### config.mk
export PLATFORM = sky130hd
export DESIGN_NAME = stack_sequencer
export DESIGN_NICKNAME = d
export VERILOG_FILES = /design/src/rtl/stack_seq_pkg.sv /design/src/rtl/stack_seq_alu.sv /design/src/rtl/stack_sequencer.sv
export SDC_FILE = /design/constraint.sdc
export NUM_CORES = 1
export LEC_CHECK = 0
export ABC_AREA = 0
export BUFFER_PORTS_ARGS = -buffer_cell sky130_fd_sc_hd__buf_2
export CAP_MARGIN = 20
export CORE_ASPECT_RATIO = 0.9
export CORE_UTILIZATION = 30
export CTS_CLUSTER_DIAMETER = 200
export CTS_CLUSTER_SIZE = 14
export DETAILED_ROUTE_END_ITERATION = 7
export PLACE_DENSITY_LB_ADDON = 0.3
export SLEW_MARGIN = 15
export SYNTH_ARGS = -nofsm -noshare
export SYNTH_HDL_FRONTEND = slang
export SYNTH_HIERARCHICAL = 1
export SYNTH_SLANG_ARGS = --single-unit
### constraint.sdc
create_clock -name clk -period 6.1 [get_ports clk]
set_input_delay 0.61 -clock clk [delete_from_list [all_inputs] [get_ports clk]]
set_output_delay 0.61 -clock clk [all_outputs]
set_load 0.005 [all_outputs]
### src/rtl/stack_seq_pkg.sv
// Shared encodings for the stack sequencer: opcodes, FSM state codes, default sizing.
// The STACK_SEQ_GUARD_EN build option is handled in stack_sequencer.sv.
package stack_seq_pkg;

  localparam int DEF_DEPTH = 8;
  localparam int DEF_WIDTH = 8;

  localparam logic [2:0] OP_NOP  = 3'b000;
  localparam logic [2:0] OP_PUSH = 3'b001;
  localparam logic [2:0] OP_POP  = 3'b010;
  localparam logic [2:0] OP_DUP  = 3'b011;
  localparam logic [2:0] OP_ADD  = 3'b100;
  localparam logic [2:0] OP_SUB  = 3'b101;
  localparam logic [2:0] OP_AND  = 3'b110;
  localparam logic [2:0] OP_XOR  = 3'b111;

  typedef logic [3:0] state_t;

  localparam state_t S_IDLE   = 4'd0;
  localparam state_t S_PUSH   = 4'd1;
  localparam state_t S_POP    = 4'd2;
  localparam state_t S_TOS_A  = 4'd3;
  localparam state_t S_LAT_A  = 4'd4;
  localparam state_t S_TOS_B  = 4'd5;
  localparam state_t S_LAT_B  = 4'd6;
  localparam state_t S_PUSH_R = 4'd7;
  localparam state_t S_FIN    = 4'd8;

  // Binary ops all have opcode MSB set.
  function automatic logic is_binary(input logic [2:0] op);
    return op[2];
  endfunction

endpackage

### src/rtl/stack_seq_alu.sv
// Combinational result for the PUSH_R step: B op A, with B the deeper operand.
// DUP passes A through unchanged.
module stack_seq_alu
  import stack_seq_pkg::*;
#(
  parameter int WIDTH = DEF_WIDTH
) (
  input  logic [2:0]       op_i,
  input  logic [WIDTH-1:0] a_i,
  input  logic [WIDTH-1:0] b_i,
  output logic [WIDTH-1:0] y_o
);

  always_comb begin
    y_o = a_i;
    case (op_i)
      OP_ADD:  y_o = b_i + a_i;
      OP_SUB:  y_o = b_i - a_i;
      OP_AND:  y_o = b_i & a_i;
      OP_XOR:  y_o = b_i ^ a_i;
      default: y_o = a_i;
    endcase
  end

endmodule

### src/rtl/stack_sequencer.sv
// Instruction sequencer driving push/pop/top-of-stack strobes of an external stack.
// Define STACK_SEQ_GUARD_EN to reject instructions that would over/underflow the stack.
module stack_sequencer
  import stack_seq_pkg::*;
#(
  parameter int DEPTH = DEF_DEPTH,
  parameter int WIDTH = DEF_WIDTH
) (
  input  logic                   clk,
  input  logic                   rst_n,
  input  logic                   instr_valid,
  output logic                   instr_ready,
  input  logic [2:0]             opcode,
  input  logic [WIDTH-1:0]       imm,
  output logic                   push_sig,
  output logic                   pop_sig,
  output logic                   tos_sig,
  output logic [WIDTH-1:0]       push_data,
  input  logic [WIDTH-1:0]       tos_data,
  output logic                   done,
  output logic                   err,
  output logic [WIDTH-1:0]       result,
  output logic [$clog2(DEPTH):0] depth
);

  localparam int DW = $clog2(DEPTH) + 1;
  localparam logic [DW-1:0] FULL = DW'(DEPTH);

  state_t           state_q, state_d;
  logic [2:0]       op_q;
  logic [WIDTH-1:0] imm_q, a_q, b_q, result_q, alu_y;
  logic [DW-1:0]    depth_q, depth_d;
  logic             accept, reject;

  assign instr_ready = (state_q == S_IDLE);
  assign accept      = instr_valid && instr_ready;

`ifdef STACK_SEQ_GUARD_EN
  logic err_q;

  always_comb begin
    reject = 1'b0;
    case (opcode)
      OP_PUSH: reject = (depth_q == FULL);
      OP_POP:  reject = (depth_q == '0);
      OP_DUP:  reject = (depth_q == FULL) || (depth_q == '0);
      default: reject = is_binary(opcode) && (depth_q < DW'(2));
    endcase
  end

  always_ff @(posedge clk or negedge rst_n) begin
    if (!rst_n)      err_q <= 1'b0;
    else if (accept) err_q <= reject;
  end

  assign err = (state_q == S_FIN) && err_q;
`else
  assign reject = 1'b0;
  assign err    = 1'b0;
`endif

  always_comb begin
    state_d = state_q;
    case (state_q)
      S_IDLE: begin
        if (accept) begin
          if (reject) state_d = S_FIN;
          else begin
            case (opcode)
              OP_NOP:  state_d = S_FIN;
              OP_PUSH: state_d = S_PUSH;
              OP_POP:  state_d = S_POP;
              default: state_d = S_TOS_A;
            endcase
          end
        end
      end
      S_TOS_A: state_d = S_LAT_A;
      S_LAT_A: state_d = (op_q == OP_DUP) ? S_PUSH_R : S_TOS_B;
      S_TOS_B: state_d = S_LAT_B;
      S_LAT_B: state_d = S_PUSH_R;
      default: state_d = S_IDLE;
    endcase
  end

  stack_seq_alu #(.WIDTH(WIDTH)) u_alu (
    .op_i (op_q),
    .a_i  (a_q),
    .b_i  (b_q),
    .y_o  (alu_y)
  );

  // DUP reads the top without consuming it; binary ops pop each operand.
  assign push_sig  = (state_q == S_PUSH) || (state_q == S_PUSH_R);
  assign pop_sig   = (state_q == S_POP) || (state_q == S_LAT_B) ||
                     ((state_q == S_LAT_A) && (op_q != OP_DUP));
  assign tos_sig   = (state_q == S_TOS_A) || (state_q == S_TOS_B);
  assign done      = push_sig || (state_q == S_POP) || (state_q == S_FIN);
  assign push_data = (state_q == S_PUSH)   ? imm_q :
                     (state_q == S_PUSH_R) ? alu_y : '0;

  always_comb begin
    depth_d = depth_q;
    if (push_sig && (depth_q != FULL))    depth_d = depth_q + 1'b1;
    else if (pop_sig && (depth_q != '0)) depth_d = depth_q - 1'b1;
  end

  always_ff @(posedge clk or negedge rst_n) begin
    if (!rst_n) begin
      state_q  <= S_IDLE;
      op_q     <= OP_NOP;
      imm_q    <= '0;
      a_q      <= '0;
      b_q      <= '0;
      result_q <= '0;
      depth_q  <= '0;
    end else begin
      state_q <= state_d;
      depth_q <= depth_d;
      if (accept) begin
        op_q  <= opcode;
        imm_q <= imm;
      end
      if (state_q == S_LAT_A) a_q <= tos_data;
      if (state_q == S_LAT_B) b_q <= tos_data;
      if (push_sig)           result_q <= push_data;
    end
  end

  assign result = result_q;
  assign depth  = depth_q;

endmodule

==> results of run 1 <==
==> critical path, delay by kind of cell (launching register included) <==
family | cells | cell delay (ns)
AO/OA/AOI/OAI | 5 | 0.95
flip-flops | 1 | 0.72
AND/OR/NAND/NOR | 3 | 0.58
adder cells (fa/ha/maj) | 1 | 0.35
XOR/XNOR | 2 | 0.28
buffers and inverters | 1 | 0.15
==> sequential cells by signal (all words and copies together), names as in the netlist <==
register	count
a_q	8
result	8
depth	4
imm_q	8
b_q	8
state_q	4
op_q	3
==> final cells by class <==
cell class,instances,area share
tap,122,0.04644
inverter,11,0.01256
clock buffer,7,0.02322
timing repair buffer,47,0.07842
clock inverter,1,0.001523
sequential,43,0.3274
multi-input combinational,211,0.5105
==> cells in the final DEF (no fill, tap or decap), types with 2 or more instances in the layout <==
cell type,instances
buf_2,46
dfrtp_1,43
mux2_2,29
nor2_1,24
ha_1,18
nand2_1,14
a21o_1,12
inv_1,11
a21oi_1,11
o21ai_0,11
xnor2_1,10
a22oi_1,8
nand3_1,6
mux2i_1,6
xor2_1,5
clkbuf_8,5
nand2b_1,4
nor3b_1,4
o21a_1,4
a31oi_1,4
nor4_4,2
nor2_2,2
and2_1,2
and3_1,2
or3_1,2
a211oi_1,2
nor3_1,2
fa_1,2
clkbuf_1,2
o221ai_1,2
o311ai_0,2
==> power breakdown <==
group	total (uW)	leakage, uW	internal, uW	switching [uW]
Combinational	1270	0.000968	649	621
Sequential	645	0.000518	426	218
Clock	177	0.0000422	80.5	96.8
==> per-layer routing <==
metal  global-route usage  vias to the layer above
met5                    0                        -
met4              0.02778                        0
met3              0.03213                        5
met2               0.2119                       47
met1               0.1953                     1072
li1                     -                     1090
==> per-stage QoR <==
step / utilization / total power, uW / hold slack [ns] / instances
floorplan: - / 1628 / 0.3144 / 282
global placement: 0.3436 / 1904 / 0.4583 / 433
detailed placement: 0.3436 / 1925 / 0.4605 / 433
CTS: 0.3524 / 2115 / 0.4807 / 441
global route: 0.3554 / 2327 / 0.3320 / 442
finish: 0.3554 / 2092 / 0.2938 / 442
==> cells in the mapped netlist (3+ instances only) <==
master	count	area, um^2
mux2i_1	6	60.06
buf_6	3	33.78
a31oi_1	4	25.02
buf_2	9	45.04
ha_1	18	225.2
clkbuf_1	3	11.26
a21o_1	12	90.09
nor2_1	24	90.09
nand2b_1	4	25.02
o21ai_0	11	55.05
xor2_1	5	43.79
dfrtp_1	43	1076
xnor2_1	10	87.58
nand3_1	6	30.03
nand2_1	14	52.55
nor3b_1	4	30.03
a22oi_1	8	60.06
o21a_1	4	30.03
mux2_2	29	326.6
inv_1	11	41.29
a21oi_1	11	55.05
==> how the worst min path moves through the flow <==
| stage | from | endpoint | slack, ns | cells after the start |
|---|---|---|---|---|
| after floorplan | rst_n | a_q[0] | 0.31 | 0 |
| after global placement | result[3] | result[3] | 0.46 | 1 |
| after detailed placement | result[3] | result[3] | 0.46 | 1 |
| after CTS | result[3] | result[3] | 0.48 | 1 |
| after global routing | rst_n | a_q[3] | 0.33 | 1 |
| final | rst_n | a_q[3] | 0.29 | 1 |
==> logic make-up after synthesis <==
group,Yosys count
compound gates,67
xor+xnor,15
fa+ha+maj,20
buf+inv,28
flops,43
mux,35
other cells,1
simple gates,73
==> results.yml, run 1 <==
grt:
  grt_pass1_wl_um: 10830
  antenna_found_initial: 0
  grt_max_degree: 44
  grt_pass1_vias: 2100
  globalRouteTotalUtil: 0.1371
  overflow: 0
die:
  die-area_um2: 10070
  floorplan.initialDensity: 0.3136
  chipHeight_um: 95.28
  rows: 33
  pin_count: 48
  coreArea_um2: 9249
  dieWidth_um: 105.6
cts:
  cts_tree: "yes"
  cts_made_buffers: 5
  ctsHoldBuffers: 0
  clkSinkCount: 43
  clk_latency_ns: 0.29
  cts_max_level: 2
  cts_setup_buffers: 0
  cts_resized: 0
  root_buffer: "clkbuf_8"
  cts.clk_slew.worst_paths_ns: 0.08
  clock_path_buffers: 2
finish:
  area_growth_pct: 13.33
  num-nets-final: 361
  final_area_um2: 3287
  fill_cells: 975
  multi_input_area_um2: 1678
  antenna_cells: 0
  drive_gt1_frac: 0.2875
  final-seq-area_um2: 1076
yosys:
  synthSimpleGateAreaFrac: 0.1424
  synthXorXnorAreaFrac: 0.04530
  synth_top_flop_cell: "dfrtp_1"
  syn_inst: 282
  synth-edff-count: 0
  synth_seq_cells: 43
  ys_seq_area_frac: 0.3710
  synth_area_per_cell_um2: 10.28
  synthesis.nets: 324
  synth_compound_area_frac: 0.1648
  async_flop_share: 1.000
  synth_fa_ha_area_frac: 0.09146
  ys_types: 53
  yosys_warnings: 6
  synth.area.mux_share: 0.1333
  synth_top_family_by_area: "compound AO/OA/AOI/OAI gates"
  netlist_area_um2: 2900
critical_path:
  reg2reg_from: "op_q[2]"
  cp-start-kind: "register"
  crit_path_end: "push_data[7]"
  crit_required_ns: 5.49
  endpoint_kind: "output pin"
  r2r-end: "result[7]"
  cp-startpoint: "op_q[2]"
  slowest_delay_ns: 0.72
  crit_arrival_ns: 3.33
  path_max_fanout: 20
  rr_worst_depth: 12
  rrSetupSlack_ns: 2.93
  crit_chain: "and3b_1, nor2_1, xnor2_1, ha_1, a21o_1, a31oi_1, a21boi_0, xnor2_1, o221ai_1, a22oi_1, nor2_1, buf_2"
  crit_type: "register to output pin"
  cpMaxStageDelayCell: "dfrtp_1"
drt:
  route.vias.total: 2214
  avgViaCountPerCell: 5.009
  wl_met2_um: 2806
  ant_nets: 0
  met1_length_um: 3288
  dr.pass1.iters: 4
  drt-initial-drc-count: 87
  top_layer_used: "met4"
  wl_um: 6453
  met3_length_um: 310
  wire_per_inst_um: 14.60
  drc: 0
timing:
  worst_pin_slew_ns: 0.5914
  finalSetupViolCount: 0
  hold_violations: 0
  slew_headroom: 0.6058
  slew_viol_final: 0
  setup_tns_ns: 0
  min_period_ns: 3.941
  fmax_ghz: 0.2538
  fin_crit_sh: 0.6460
  rsz0062_at_grt: "false"
  final.setup.worst_slack_ns: 2.159
  fin_skew_ns: 0.006130
worst_hold_path:
  holdCritPathClass: "primary input to async pin"
pwr:
  ir_drop_mv: 0.1857
  leakagePower_uw: 0.001528
  power_density_nw_per_um2: 636.5
flow_run:
  cap_violations: 0
place:
  dp_hpwl_um: 5008
  portBuffers: 46
  gp_congestion: 0.8138
  place_ws_ns: 2.494
  place_area_um2: 3178
outcome:
  outcome: "finished clean"
Note: power is estimated with default switching activity, not from simulation.
==> inputs of run 2 (changes only) <==
==> constraint.sdc (replaced) <==
create_clock -name clk -period 3.55 [get_ports clk]
set_input_delay 0.355 -clock clk [delete_from_list [all_inputs] [get_ports clk]]
set_output_delay 0.355 -clock clk [all_outputs]
set_load 0.005 [all_outputs]
==> run 2 against run 1 <==
Cell area up 2.0%. Global-route usage up 0.79 points. Final cell count up 1.1%. Non-clock buffer count up 7. Worst hold slack worse by 0.28 ns. Combinational power up 92%. Routed wire length up 5.4%. Critical path type unchanged. Largest power group unchanged.
==> results.yml, run 2 (synthesis gave the netlist of run 1 again) <==
timing:
  rsz0062_at_grt: "true"
  min_period_ns: 3.318
  finalSetupViolCount: 0
  hold_violations: 0
  fin_skew_ns: 0.007676
  fin_crit_sh: 0.9347
  fmax_ghz: 0.3014
  worst_pin_slew_ns: 0.5351
  slew_headroom: 0.6429
  slew_viol_final: 0
cts:
  cts_max_level: 2
  cts_tree: "yes"
  clkSinkCount: 43
  cts_made_buffers: 5
  clock_path_buffers: 2
  ctsHoldBuffers: 0
  root_buffer: "clkbuf_8"
  clk_latency_ns: 0.29
  cts.clk_slew.worst_paths_ns: 0.08
drt:
  drt-initial-drc-count: 94
  ant_nets: 0
  dr.pass1.iters: 4
  drc: 0
  wire_per_inst_um: 15.22
  avgViaCountPerCell: 5.081
  wl_um: 6803
  route.vias.total: 2271
critical_path:
  crit_required_ns: 3.19
  rrSetupSlack_ns: 0.76
  crit_type: "register to output pin"
  endpoint_kind: "output pin"
  crit_arrival_ns: 2.96
  r2r-end: "result[7]"
  cp-start-kind: "register"
  rr_worst_depth: 14
  path_max_fanout: 4
  cp-startpoint: "a_q[1]"
  reg2reg_from: "a_q[1]"
  crit_path_end: "push_data[7]"
finish:
  antenna_cells: 0
  fill_cells: 957
  final_core_util: 0.3624
  num-nets-final: 368
  drive_gt1_frac: 0.3323
  final_area_um2: 3352
  area_growth_pct: 15.57
  final_cell_mix: "buf_2, dfrtp_1, mux2_2, nor2_1, ha_1"
  final_common_cell: "buf_2"
outcome:
  outcome: "finished clean"
pwr:
  leakagePower_uw: 0.001553
  power_density_nw_per_um2: 1125
  ir_drop_mv: 0.3314
die:
  pin_count: 48
  chipHeight_um: 95.28
  coreArea_um2: 9249
  floorplan.initialDensity: 0.3136
  rows: 33
  die-area_um2: 10070
  dieWidth_um: 105.6
place:
  portBuffers: 46
  place_area_um2: 3208
  dp_hpwl_um: 5152
  gp_congestion: 0.8162
grt:
  grt_pass1_wl_um: 11430
  globalRouteTotalUtil: 0.1450
  antenna_found_initial: 0
  overflow: 0
  grt_max_degree: 44
  grt_pass1_vias: 2242
flow_run:
  cap_violations: 0
worst_hold_path:
  holdCritPathClass: "primary input to async pin"
[run 2: changes by cell type in the layout (fill, tap and decap cells not counted), sizes merged]
cell / change
buf: +7
clkinv: -1
clkbuf: -1
[run 2: cell type report]
| class | count | area, um^2 | area share |
|---|---|---|---|
| timing repair buffer | 54 | 302.8 | 0.09033 |
| tap | 122 | 152.6 | 0.04554 |
| inverter | 11 | 41.29 | 0.01232 |
| sequential | 43 | 1079 | 0.3218 |
| clock buffer | 6 | 72.57 | 0.02165 |
| multi-input combinational | 211 | 1704 | 0.5084 |
[run 2: through the flow]
stage | setup slack (ns) | hold WS (ns) | power (uW) | std cells | TNS (ns)
2_1_floorplan | 0.7583 | 0.05941 | 2797 | 282 | 0
3_3_place_gp | 0.4040 | 0.4553 | 3307 | 437 | 0
3_5_place_dp | 0.2960 | 0.4617 | 3353 | 437 | 0
4_1_cts | 0.04353 | 0.2414 | 3671 | 443 | 0
5_1_grt | -0.04555 | 0.03131 | 4175 | 447 | -0.04555
6_report | 0.2318 | 0.01123 | 3771 | 447 | 0
[run 2: worst max-delay path: stages, from the launching register on]
cell,delay [ns]
dfrtp_2,0.45
inv_2,0.08
ha_2,0.18
nor3b_4,0.20
a21oi_1,0.10
xnor2_1,0.14
ha_1,0.35
a21o_1,0.19
a31oi_1,0.13
a21boi_2,0.19
xnor2_1,0.07
o221ai_1,0.15
a22oi_1,0.10
nor2_1,0.20
buf_2,0.14
[run 2: where the power goes]
group | leakage (uW) | switching [uW] | internal (uW)
combinational | 0.00100 | 1210 | 1220
clock | 0.0000371 | 159 | 131
sequential | 0.000516 | 307 | 736
[run 2: worst min-delay path by stage]
stage          startpoint         end  slack, ns  cells past startpoint
6_report            rst_n      b_q[7]       0.01                      1
5_1_grt             rst_n      a_q[5]       0.03                      1
4_1_cts         opcode[1]  state_q[3]       0.24                      2
3_5_place_dp    result[3]   result[3]       0.46                      1
3_3_place_gp    result[4]   result[4]       0.46                      1
2_1_floorplan       rst_n      a_q[0]       0.06                      0
[run 2: repair_timing]
action / CTS / global route
pin swaps: 0 / 6
endpoints found under the setup margin: 1 / 4
buffers inserted: 0 / 3
resized for setup: 1 / 13
[run 2: per-layer routing]
metal | up-vias | share of wire | track usage | routed length [um]
met5 | - | 0 | 0 | 0
met4 | 0 | 0.0072 | 0.02199 | 49
met3 | 7 | 0.040 | 0.03349 | 275
met2 | 50 | 0.46 | 0.2375 | 3147
met1 | 1114 | 0.49 | 0.1990 | 3331
li1 | 1100 | - | - | -
==> inputs of run 3 (changes only) <==
--- a/config.mk
+++ b/config.mk
@@ -17,5 +17,4 @@
 export SLEW_MARGIN = 15
 export SYNTH_ARGS = -nofsm -noshare
 export SYNTH_HDL_FRONTEND = slang
-export SYNTH_HIERARCHICAL = 1
 export SYNTH_SLANG_ARGS = --single-unit
==> run 3 against run 2 <==
Combinational power fell by 13%. Clock power rose by 17%. Non-clock buffer count fell by 3. Sequential power fell by 4%. Power fell by 8.2%. Clock-buffer cell count did not move. First-iteration DRC count fell by 22%. Register-to-register slack improved by 0.08 ns. Core utilization fell by 0.36 points. Worst hold slack improved by 0.021 ns. Critical path depth fell by 4. Critical path type unchanged.
==> results.yml, run 3 <==
outcome:
  outcome: "finished clean"
cts:
  cts_resized: 0
  clk_latency_ns: 0.30
  clock_path_buffers: 2
  ctsHoldBuffers: 0
  cts_made_buffers: 5
  cts_setup_buffers: 0
  root_buffer: "clkbuf_8"
  cts_tree: "yes"
  cts_max_level: 2
  cts.clk_slew.worst_paths_ns: 0.09
  clkSinkCount: 43
grt:
  globalRouteTotalUtil: 0.1360
  antenna_found_initial: 0
  grt_pass1_vias: 2175
  grt_pass1_wl_um: 10610
  grt_max_degree: 44
  overflow: 0
yosys:
  syn_inst: 269
  yosys.area.top_type_share: 0.3851
  yosys_warnings: 0
  ys_types: 54
  async_flop_share: 1.000
  synthSimpleGateAreaFrac: 0.1473
  synthTopCellsByCount: "dfrtp_1, nand2_1, ha_1, mux2_1, a21oi_1"
  synth_fa_ha_area_frac: 0.09494
  synth.area.top_cells: "dfrtp_1, ha_1, mux2_1, xnor2_1, mux2i_1"
  synthXorXnorAreaFrac: 0.04702
  ys_seq_area_frac: 0.3851
  netlist_area_um2: 2794
  synth_compound_area_frac: 0.1567
  synth_top_family_by_area: "compound AO/OA/AOI/OAI gates"
  synthesis.nets: 311
  synth.area.mux_share: 0.1249
  synth-edff-count: 0
  synth_seq_cells: 43
  synth.most_common_cell: "dfrtp_1"
  yosys.area.top_type: "dfrtp_1"
  synth_top_flop_cell: "dfrtp_1"
  synth_area_per_cell_um2: 10.39
timing:
  slew_headroom: 0.4681
  slew_viol_final: 0
  fmax_ghz: 0.3109
  fin_skew_ns: 0.008186
  min_period_ns: 3.216
  hold_violations: 0
  rsz0062_at_grt: "false"
  worst_pin_slew_ns: 0.7936
  fin_crit_sh: 0.9060
  setup_tns_ns: 0
  finalSetupViolCount: 0
critical_path:
  cpMaxStageDelayCell: "fa_1"
  crit_type: "register to output pin"
  r2r-end: "depth[3]"
  path_max_fanout: 7
  endpoint_kind: "output pin"
  rr_worst_depth: 10
  crit_chain: "and3b_1, mux2_1, fa_1, nor2b_1, o31a_1, o21a_1, nor2_2, xnor2_1, a21o_1, buf_2"
  cp-start-kind: "register"
  reg2reg_from: "state_q[1]"
  slowest_delay_ns: 0.41
  rrSetupSlack_ns: 0.84
  crit_arrival_ns: 2.86
  crit_required_ns: 3.19
die:
  pin_count: 48
  dieWidth_um: 103.7
  chipHeight_um: 93.55
  die-area_um2: 9703
  rows: 33
  coreArea_um2: 9084
  floorplan.initialDensity: 0.3076
pwr:
  power_density_nw_per_um2: 1063
  ir_drop_mv: 0.4174
  leakagePower_uw: 0.001515
place:
  dpl.cell_count: 429
  gp_congestion: 0.8537
  dp_hpwl_um: 4688
  portBuffers: 46
drt:
  met3_length_um: 179
  route.vias.total: 2122
  wl_met2_um: 2912
  top_layer_used: "met4"
  wl_um: 6141
  drc: 0
  ant_nets: 0
  met1_length_um: 3013
  avgViaCountPerCell: 4.845
  dr.pass1.iters: 4
  wire_per_inst_um: 14.02
  drt-initial-drc-count: 73
flow_run:
  cap_violations: 0
finish:
  antenna_cells: 0
  fill_cells: 965
  drive_gt1_frac: 0.2468
  final_cell_mix: "buf_2, dfrtp_1, nand2_1, mux2_1, ha_1"
  final_common_cell: "buf_2"
  stdcell_count: 438
  area_growth_pct: 16.66
  num-nets-final: 357
worst_hold_path:
  holdCritPathClass: "primary input to async pin"
[run 3: cell types whose count changed after synthesis, moves of 4 or more]
cell / previous run / this run
mux2_2: 29 / 3
mux2_1: 0 / 18
nor2_1: 24 / 12
o21ai_1: 0 / 9
a22oi_1: 8 / 2
nand2_1: 14 / 20
a21oi_1: 11 / 15
buf_2: 9 / 5
o22ai_1: 0 / 4
[run 3: layout make-up]
type                    count  area [um^2]  area share
multi-input cells         202         1599      0.4906
flip-flops and latches     43         1076      0.3301
repair buffers             51        287.8     0.08829
well taps                 122        152.6     0.04683
clock buffers               6        82.58     0.02534
inverters                  12        45.04     0.01382
clock inverters             2        16.27    0.004990
[run 3: power breakdown]
group	internal, uW	switching (uW)
Clock	159	181
Sequential	730	265
Combinational	1030	1100
[run 3: logic make-up after synthesis]
| logic type | Yosys count |
|---|---|
| other | 1 |
| AOI/OAI and AO/OA | 67 |
| muxes | 31 |
| adders and majority gates | 20 |
| buffers and inverters | 24 |
| DFF | 43 |
| and+or+nand+nor | 68 |
| xor gates and xnor gates | 15 |
[run 3: per-stage QoR]
step                hold slack (ns)  instance area (um^2)    util  setup slack, ns  power (uW)
global placement             0.4563                  3133  0.3449           0.7182        3112
floorplan                   0.05941                  2794       -           0.9365        2614
detailed placement           0.4602                  3133  0.3449           0.6684        3144
global route                0.07609                  3259  0.3588           0.1180        3837
CTS                          0.2328                  3232  0.3558           0.3213        3504
finish                      0.03235                  3259  0.3588           0.3335        3463
[run 3: how the worst max path moves through the flow]
stage                 start            to  slack, ns  cells after the start
detailed placement  op_q[1]  push_data[6]       0.67                     10
floorplan           op_q[1]  push_data[6]       0.94                     10
CTS                 op_q[1]  push_data[6]       0.32                     10
global route        op_q[1]  push_data[4]       0.12                     10
finish              op_q[1]  push_data[6]       0.33                     10
global placement    op_q[1]  push_data[6]       0.72                     10
[run 3: critical path: cells and delay by family, from the launching register on]
family | cells | cell delay, ns
AO/OA/AOI/OAI | 3 | 0.43
XOR/XNOR | 1 | 0.20
adder cells (fa/ha/maj) | 1 | 0.41
buffers and inverters | 1 | 0.10
flip-flops | 1 | 0.39
multiplexers | 1 | 0.40
AND/OR/NAND/NOR | 3 | 0.63
[run 3: routing by layer]
layer,track usage,vias to the layer above
met5,0,-
met1,0.1791,1034
li1,-,1052
met3,0.02439,4
met4,0.03095,0
met2,0.2332,32
